**src/rtl/pip_reg_pkg.sv**
```systemverilog
// Shared types and default widths for the elastic pipeline register.
package pip_reg_pkg;

  typedef enum logic [1:0] {
    EMPTY = 2'd0,
    ONE   = 2'd1,
    FULL  = 2'd2
  } state_t;

  localparam int unsigned PIP_DATA_W = 64;
  localparam int unsigned PIP_CTRL_W = 2;
  localparam int unsigned PIP_CNT_W  = 16;

endpackage

```
**src/rtl/pip_reg_slot.sv**
```systemverilog
// One {ctrl, data} storage entry: reset clears both, i_clr_ctrl clears ctrl only.
module pip_reg_slot #(
  parameter int unsigned DATA_W = 64,
  parameter int unsigned CTRL_W = 2
) (
  input  logic              clk,
  input  logic              Reset,
  input  logic              i_load,
  input  logic              i_clr_ctrl,
  input  logic [CTRL_W-1:0] i_ctrl,
  input  logic [DATA_W-1:0] i_data,
  output logic [CTRL_W-1:0] o_ctrl,
  output logic [DATA_W-1:0] o_data
);

  logic [CTRL_W-1:0] r_ctrl;
  logic [DATA_W-1:0] r_data;

  always_ff @(posedge clk) begin
    if (Reset) begin
      r_ctrl <= '0;
      r_data <= '0;
    end else if (i_clr_ctrl) begin
      // Data is left alone on a clear; only the control bits must drop.
      r_ctrl <= '0;
    end else if (i_load) begin
      r_ctrl <= i_ctrl;
      r_data <= i_data;
    end
  end

  assign o_ctrl = r_ctrl;
  assign o_data = r_data;

endmodule

```
**src/rtl/pip_reg_elastic.sv**
```systemverilog
// Two-entry elastic (skid) pipeline register with registered in_ready.
// Optional stall/bubble counters are built when PIP_REG_PERF_EN is defined.
module pip_reg_elastic
  import pip_reg_pkg::*;
#(
  parameter int unsigned DATA_W = PIP_DATA_W,
  parameter int unsigned CTRL_W = PIP_CTRL_W
) (
  input  logic              clk,
  input  logic              Reset,
  input  logic              Flush,
  input  logic              in_valid,
  output logic              in_ready,
  input  logic [CTRL_W-1:0] in_ctrl,
  input  logic [DATA_W-1:0] in_data,
  output logic              out_valid,
  input  logic              out_ready,
  output logic [CTRL_W-1:0] out_ctrl,
  output logic [DATA_W-1:0] out_data
`ifdef PIP_REG_PERF_EN
  ,
  output logic [PIP_CNT_W-1:0] stall_cnt,
  output logic [PIP_CNT_W-1:0] bubble_cnt
`endif
);

  state_t r_state, w_state_nxt;
  logic   r_in_ready;
  logic   w_push, w_pop;
  logic   w_main_load, w_main_sel_skid, w_skid_load;

  logic [CTRL_W-1:0] w_skid_ctrl, w_main_ctrl_in;
  logic [DATA_W-1:0] w_skid_data, w_main_data_in;

  assign out_valid = (r_state != EMPTY);
  assign in_ready  = r_in_ready;
  assign w_push    = in_valid && r_in_ready;
  assign w_pop     = out_valid && out_ready;

  always_comb begin
    w_state_nxt     = r_state;
    w_main_load     = 1'b0;
    w_main_sel_skid = 1'b0;
    w_skid_load     = 1'b0;
    if (Flush) begin
      w_state_nxt = EMPTY;
    end else begin
      unique case (r_state)
        EMPTY: begin
          if (w_push) begin
            w_state_nxt = ONE;
            w_main_load = 1'b1;
          end
        end
        ONE: begin
          if (w_push && w_pop) begin
            w_main_load = 1'b1;
          end else if (w_push) begin
            w_state_nxt = FULL;
            w_skid_load = 1'b1;
          end else if (w_pop) begin
            w_state_nxt = EMPTY;
          end
        end
        FULL: begin
          if (w_pop) begin
            w_state_nxt     = ONE;
            w_main_load     = 1'b1;
            w_main_sel_skid = 1'b1;
          end
        end
        default: w_state_nxt = EMPTY;
      endcase
    end
  end

  always_ff @(posedge clk) begin
    if (Reset) begin
      r_state    <= EMPTY;
      r_in_ready <= 1'b1;
    end else begin
      r_state    <= w_state_nxt;
      r_in_ready <= (w_state_nxt != FULL);
    end
  end

  assign w_main_ctrl_in = w_main_sel_skid ? w_skid_ctrl : in_ctrl;
  assign w_main_data_in = w_main_sel_skid ? w_skid_data : in_data;

  pip_reg_slot #(
    .DATA_W(DATA_W),
    .CTRL_W(CTRL_W)
  ) u_main (
    .clk       (clk),
    .Reset     (Reset),
    .i_load    (w_main_load),
    .i_clr_ctrl(Flush),
    .i_ctrl    (w_main_ctrl_in),
    .i_data    (w_main_data_in),
    .o_ctrl    (out_ctrl),
    .o_data    (out_data)
  );

  pip_reg_slot #(
    .DATA_W(DATA_W),
    .CTRL_W(CTRL_W)
  ) u_skid (
    .clk       (clk),
    .Reset     (Reset),
    .i_load    (w_skid_load),
    .i_clr_ctrl(Flush),
    .i_ctrl    (in_ctrl),
    .i_data    (in_data),
    .o_ctrl    (w_skid_ctrl),
    .o_data    (w_skid_data)
  );

`ifdef PIP_REG_PERF_EN
  logic [PIP_CNT_W-1:0] r_stall_cnt, r_bubble_cnt;

  always_ff @(posedge clk) begin
    if (Reset) begin
      r_stall_cnt  <= '0;
      r_bubble_cnt <= '0;
    end else begin
      if (out_valid && !out_ready && (r_stall_cnt != '1)) begin
        r_stall_cnt <= r_stall_cnt + 1'b1;
      end
      // A flush is a bubble only if it throws away something real.
      if (Flush && (out_valid || w_push) && (r_bubble_cnt != '1)) begin
        r_bubble_cnt <= r_bubble_cnt + 1'b1;
      end
    end
  end

  assign stall_cnt  = r_stall_cnt;
  assign bubble_cnt = r_bubble_cnt;
`endif

endmodule

```
**config.mk**
```make
export PLATFORM = sky130hd
export DESIGN_NAME = pip_reg_elastic
export DESIGN_NICKNAME = d
export VERILOG_FILES = /design/src/rtl/pip_reg_pkg.sv /design/src/rtl/pip_reg_slot.sv /design/src/rtl/pip_reg_elastic.sv
export SDC_FILE = /design/constraint.sdc
export NUM_CORES = 1
export LEC_CHECK = 0
export CAP_MARGIN = 25
export CORE_UTILIZATION = 49
export DETAILED_ROUTE_END_ITERATION = 8
export GPL_ROUTABILITY_DRIVEN = 0
export PLACE_DENSITY = 0.85
export SYNTH_ARGS = -nofsm -noshare
export SYNTH_HDL_FRONTEND = slang
export SYNTH_SLANG_ARGS = --single-unit
```
**constraint.sdc**
```tcl
create_clock -name clk -period 1.9 [get_ports clk]
set_input_delay 0.38 -clock clk [delete_from_list [all_inputs] [get_ports clk]]
set_output_delay 0.38 -clock clk [all_outputs]
set_load 0.005 [all_outputs]
```
==> qor.tcl <==
set qor(outcome) {finished, final reports clean}
set qor(via_count) 4847
set qor(cts_post_setup_buffers_inserted) 0
set qor(finalWorstSetupSlack_ps) 10.8
set qor(synth_seq_area_share_pct) 48.2
set qor(post_synth.cell_area_avg_um2) 9.33
set qor(min-delay-start) {Reset}
set qor(die_h_um) 109
set qor(clockRootBuffer) {sky130_fd_sc_hd__clkbuf_16}
set qor(report.final.hold_viol_count) 0
set qor(ys.warnings.count) 0
set qor(design.core.area_mm2) 0.0110
set qor(wl_per_cell_um) 16.2
set qor(setup.worst_path.class) {input port to flop}
set qor(synthArstFlopShare_pct) 0
set qor(cts_max_level) 4
set qor(die-width_um) 109
set qor(largest_voltage_drop_on_the_vdd_net_uv) 534
set qor(grt_antenna_before_repair) 0
set qor(grt_overflow_total) 0
set qor(maxSlewHeadroom_pct) 58.1
set qor(detail-route-antenna-nets) 0
set qor(period_minus_slack_ps) 1890
set qor(port_buffers) 138
set qor(crit_start) {out_ready}
set qor(worstHoldPathCells) 3
set qor(timing.reg2reg.worst_path_depth) 5
set qor(synthToLayoutAreaGrowth_pct) 41.5
set qor(max_slew.worst_pin.slew_ps) 628
set qor(sequentialPowerShare_pct) 40.5
set qor(power.share.clock_pct) 47.3
set qor(insertedDiodeCount) 0
set qor(drv_slew) 0
set qor(cts-root-to-sink-buffers) 2
set qor(layout_worst_path_cycle_share_pct) 99.4
set qor(pwr_density_cell_mw_per_mm2) 945
set qor(worst_r2r_startpoint) {in_ready}
set qor(cts.sinks) 135
set qor(power.switching_fraction_pct) 22.6
set qor(post_route_cells_drive_above_1_share_pct) 15.4
set qor(rsz_0062_raised_after_global_routing) {yes}
set qor(clock-skew-final_ps) 8.00
set qor(grt_first_pass_wirelength_um) 23200
set qor(end_of_the_worst_register_to_register_path) {u_skid.o_data[48]}
set qor(fmaxAchievable_mhz) 529
set qor(drt_first_pass_iters) 4
set qor(r2r_setup_slack_ps) 60
set qor(grt_max_degree) 129
set qor(cp_cell_sequence) {clkdlybuf4s50_1 > nand2b_1 > or4_2 > buf_4 > nand2_1 > a21oi_1}
set qor(whs_ps) 348
set qor(route.final.wire_length_um) 14400
set qor(power_report.internal_total_mw) 5.80
set qor(nNetsFinal) 811
set qor(timing.critical_path.slowest_stage_cell) {sky130_fd_sc_hd__or4_2}
set qor(design_power_total_mw) 7.50
set qor(crit_family) {simple AND/OR/NAND/NOR gates}
set qor(post-route-util_pct) 72.3
set qor(path_max_fanout) 18
set qor(numCtsBuffers) 17
set qor(dpl_worst_slack_ps) -370
set qor(finalSetupViolCount) 0
set qor(num-fill-cells) 748
set qor(insertion_delay_ps) 400
set qor(pwr-share-comb_pct) 12.2
set qor(ys_seq_elements) 135
set qor(groute.usage.overall_pct) 25.1
set qor(rows) 38
set qor(crit_arrival_ps) 2140
set qor(number_of_vias_per_cell_after_detailed_routing) 5.43
set qor(max_cap_viol_count) 0
set qor(place.detailed.hpwl_um) 9300
set qor(clock_tree_from_tritoncts) {done}
set qor(syn-num-nets) 672
set qor(synth-main-ff-cell) {sky130_fd_sc_hd__dfxtp_1}
set qor(timing.critical_path.from_type) {input port}
set qor(post_synth_instance_area_mm2) 0.00561
set qor(logic_depth_of_the_worst_path_buffers_included) 6
set qor(gate_count_after_technology_mapping) 601
set qor(number_of_global_route_vias_before_repair) 5042
set qor(worst_setup_path_endpoint) {u_skid.o_data[48]}
set qor(remaining_drc_errors) 0
set qor(power.net_switching_mw) 1.70
set qor(setup_tns_ps) 0
set qor(total_leakage_power_nw) 2.64
set qor(initial_standard_cell_utilization_of_the_core_pct) 51.1
set qor(synth-edff-count) 0
set qor(required_time_reported_for_the_critical_path_endpoint_ps) 2150
set qor(end_kind) {flop}
set qor(hp-class) {input port to flop}
set qor(design.die.area_mm2) 0.0119
set qor(timing.critical_path.slowest_cell_delay_ps) 630
set qor(synthDistinctLibCells) 24
set qor(detail_route.iter0.violations) 239
set qor(cp_num_buf_inv) 2
set qor(clkTransAtPathRegs_ps) 50
set qor(num_io_pins) 139
cells in the mapped netlist (all sizes together), types with 2 or more instances:
library cell | number | share of area, %
buf | 30 | 3.8
a21oi | 66 | 5.9
nand2b | 2 | 0.22
nand2 | 133 | 8.9
dfxtp | 135 | 48
clkbuf | 21 | 1.4
mux2i | 68 | 12
nor2 | 67 | 4.5
a211oi | 66 | 12
a31oi | 2 | 0.49
or2 | 2 | 0.22
how the worst min path moves through the flow:
stage / to / slack, ps
finish: in_ready / 350
CTS: in_ready / 320
floorplan: u_skid.o_ctrl[0] / 440
global route: in_ready / 330
global placement: u_skid.o_ctrl[0] / 440
detailed placement: u_skid.o_data[4] / 450
routing by layer:
metal	share of wire, %	vias up	routed length (um)	global-route usage [%]
met5	0	-	0	0
met4	1.5	0	223	9.07
met3	6.4	21	925	7.17
met2	50	161	7250	43.1
met1	42	2323	6020	29.5
li1	-	2342	-	-
state kept, by name, indices dropped and copies added (netlist names):
signal	flops
in_ready	1
r_state	2
u_main.o_ctrl	2
u_main.o_data	64
u_skid.o_ctrl	2
u_skid.o_data	64
power groups by stage:
stage	sequential (mW)	clock, mW	combinational (mW)
CTS	3.04	3.59	0.901
floorplan	3.09	0	0.374
global route	3.05	3.71	0.987
global placement	3.09	0	0.859
detailed placement	3.10	0	0.889
finish	3.04	3.55	0.913
kinds of logic after synthesis:
group | share of synthesized area (%)
multiplexers | 12.1
buffers and inverters | 5.29
AO/OA/AOI/OAI | 18.8
flip-flops | 48.2
AND/OR/NAND/NOR | 15.6
area by class of cell:
| cell class | count | area, um2 | area share, % |
|---|---|---|---|
| multi-input cells | 414 | 2630 | 33.2 |
| inverters | 1 | 3.75 | 0.0473 |
| well taps | 140 | 175 | 2.21 |
| flip-flops and latches | 135 | 2710 | 34.1 |
| clock inverters | 12 | 201 | 2.54 |
| repair buffers | 171 | 1780 | 22.5 |
| clock buffers | 19 | 433 | 5.45 |
stage by stage:
| step | instances | cell area, um2 |
|---|---|---|
| after CTS | 891 | 7890 |
| after detailed placement | 860 | 7260 |
| final | 892 | 7940 |
| after global placement | 860 | 7260 |
| after global routing | 892 | 7940 |
| after floorplan | 601 | 5610 |
timing repair:
action	in CTS	in global routing
gates cloned	0	1
pin swaps	0	1
endpoints found under the hold margin	0	0
setup endpoints to repair	1	24
hold buffers	0	0
gates resized for setup	3	4
worst min-delay path, cell delays in order:
cell	delay, ps
sky130_fd_sc_hd__buf_4	110
sky130_fd_sc_hd__or2_2	120
sky130_fd_sc_hd__or3_1	100
layout by cell type, fill, tap and decap left out, types with 5 or more instances in the layout:
master / netlist / routed
sky130_fd_sc_hd__clkdlybuf4s50_1: 0 / 136
sky130_fd_sc_hd__nand2_1: 133 / 133
sky130_fd_sc_hd__dfxtp_1: 135 / 133
sky130_fd_sc_hd__mux2i_1: 68 / 68
sky130_fd_sc_hd__nor2_1: 67 / 67
sky130_fd_sc_hd__a21oi_1: 66 / 66
sky130_fd_sc_hd__a211oi_2: 40 / 43
sky130_fd_sc_hd__a211oi_1: 26 / 23
sky130_fd_sc_hd__buf_4: 3 / 21
sky130_fd_sc_hd__clkbuf_16: 0 / 18
sky130_fd_sc_hd__buf_12: 0 / 11
sky130_fd_sc_hd__bufinv_16: 0 / 5
(Power assumes the default switching activity.)
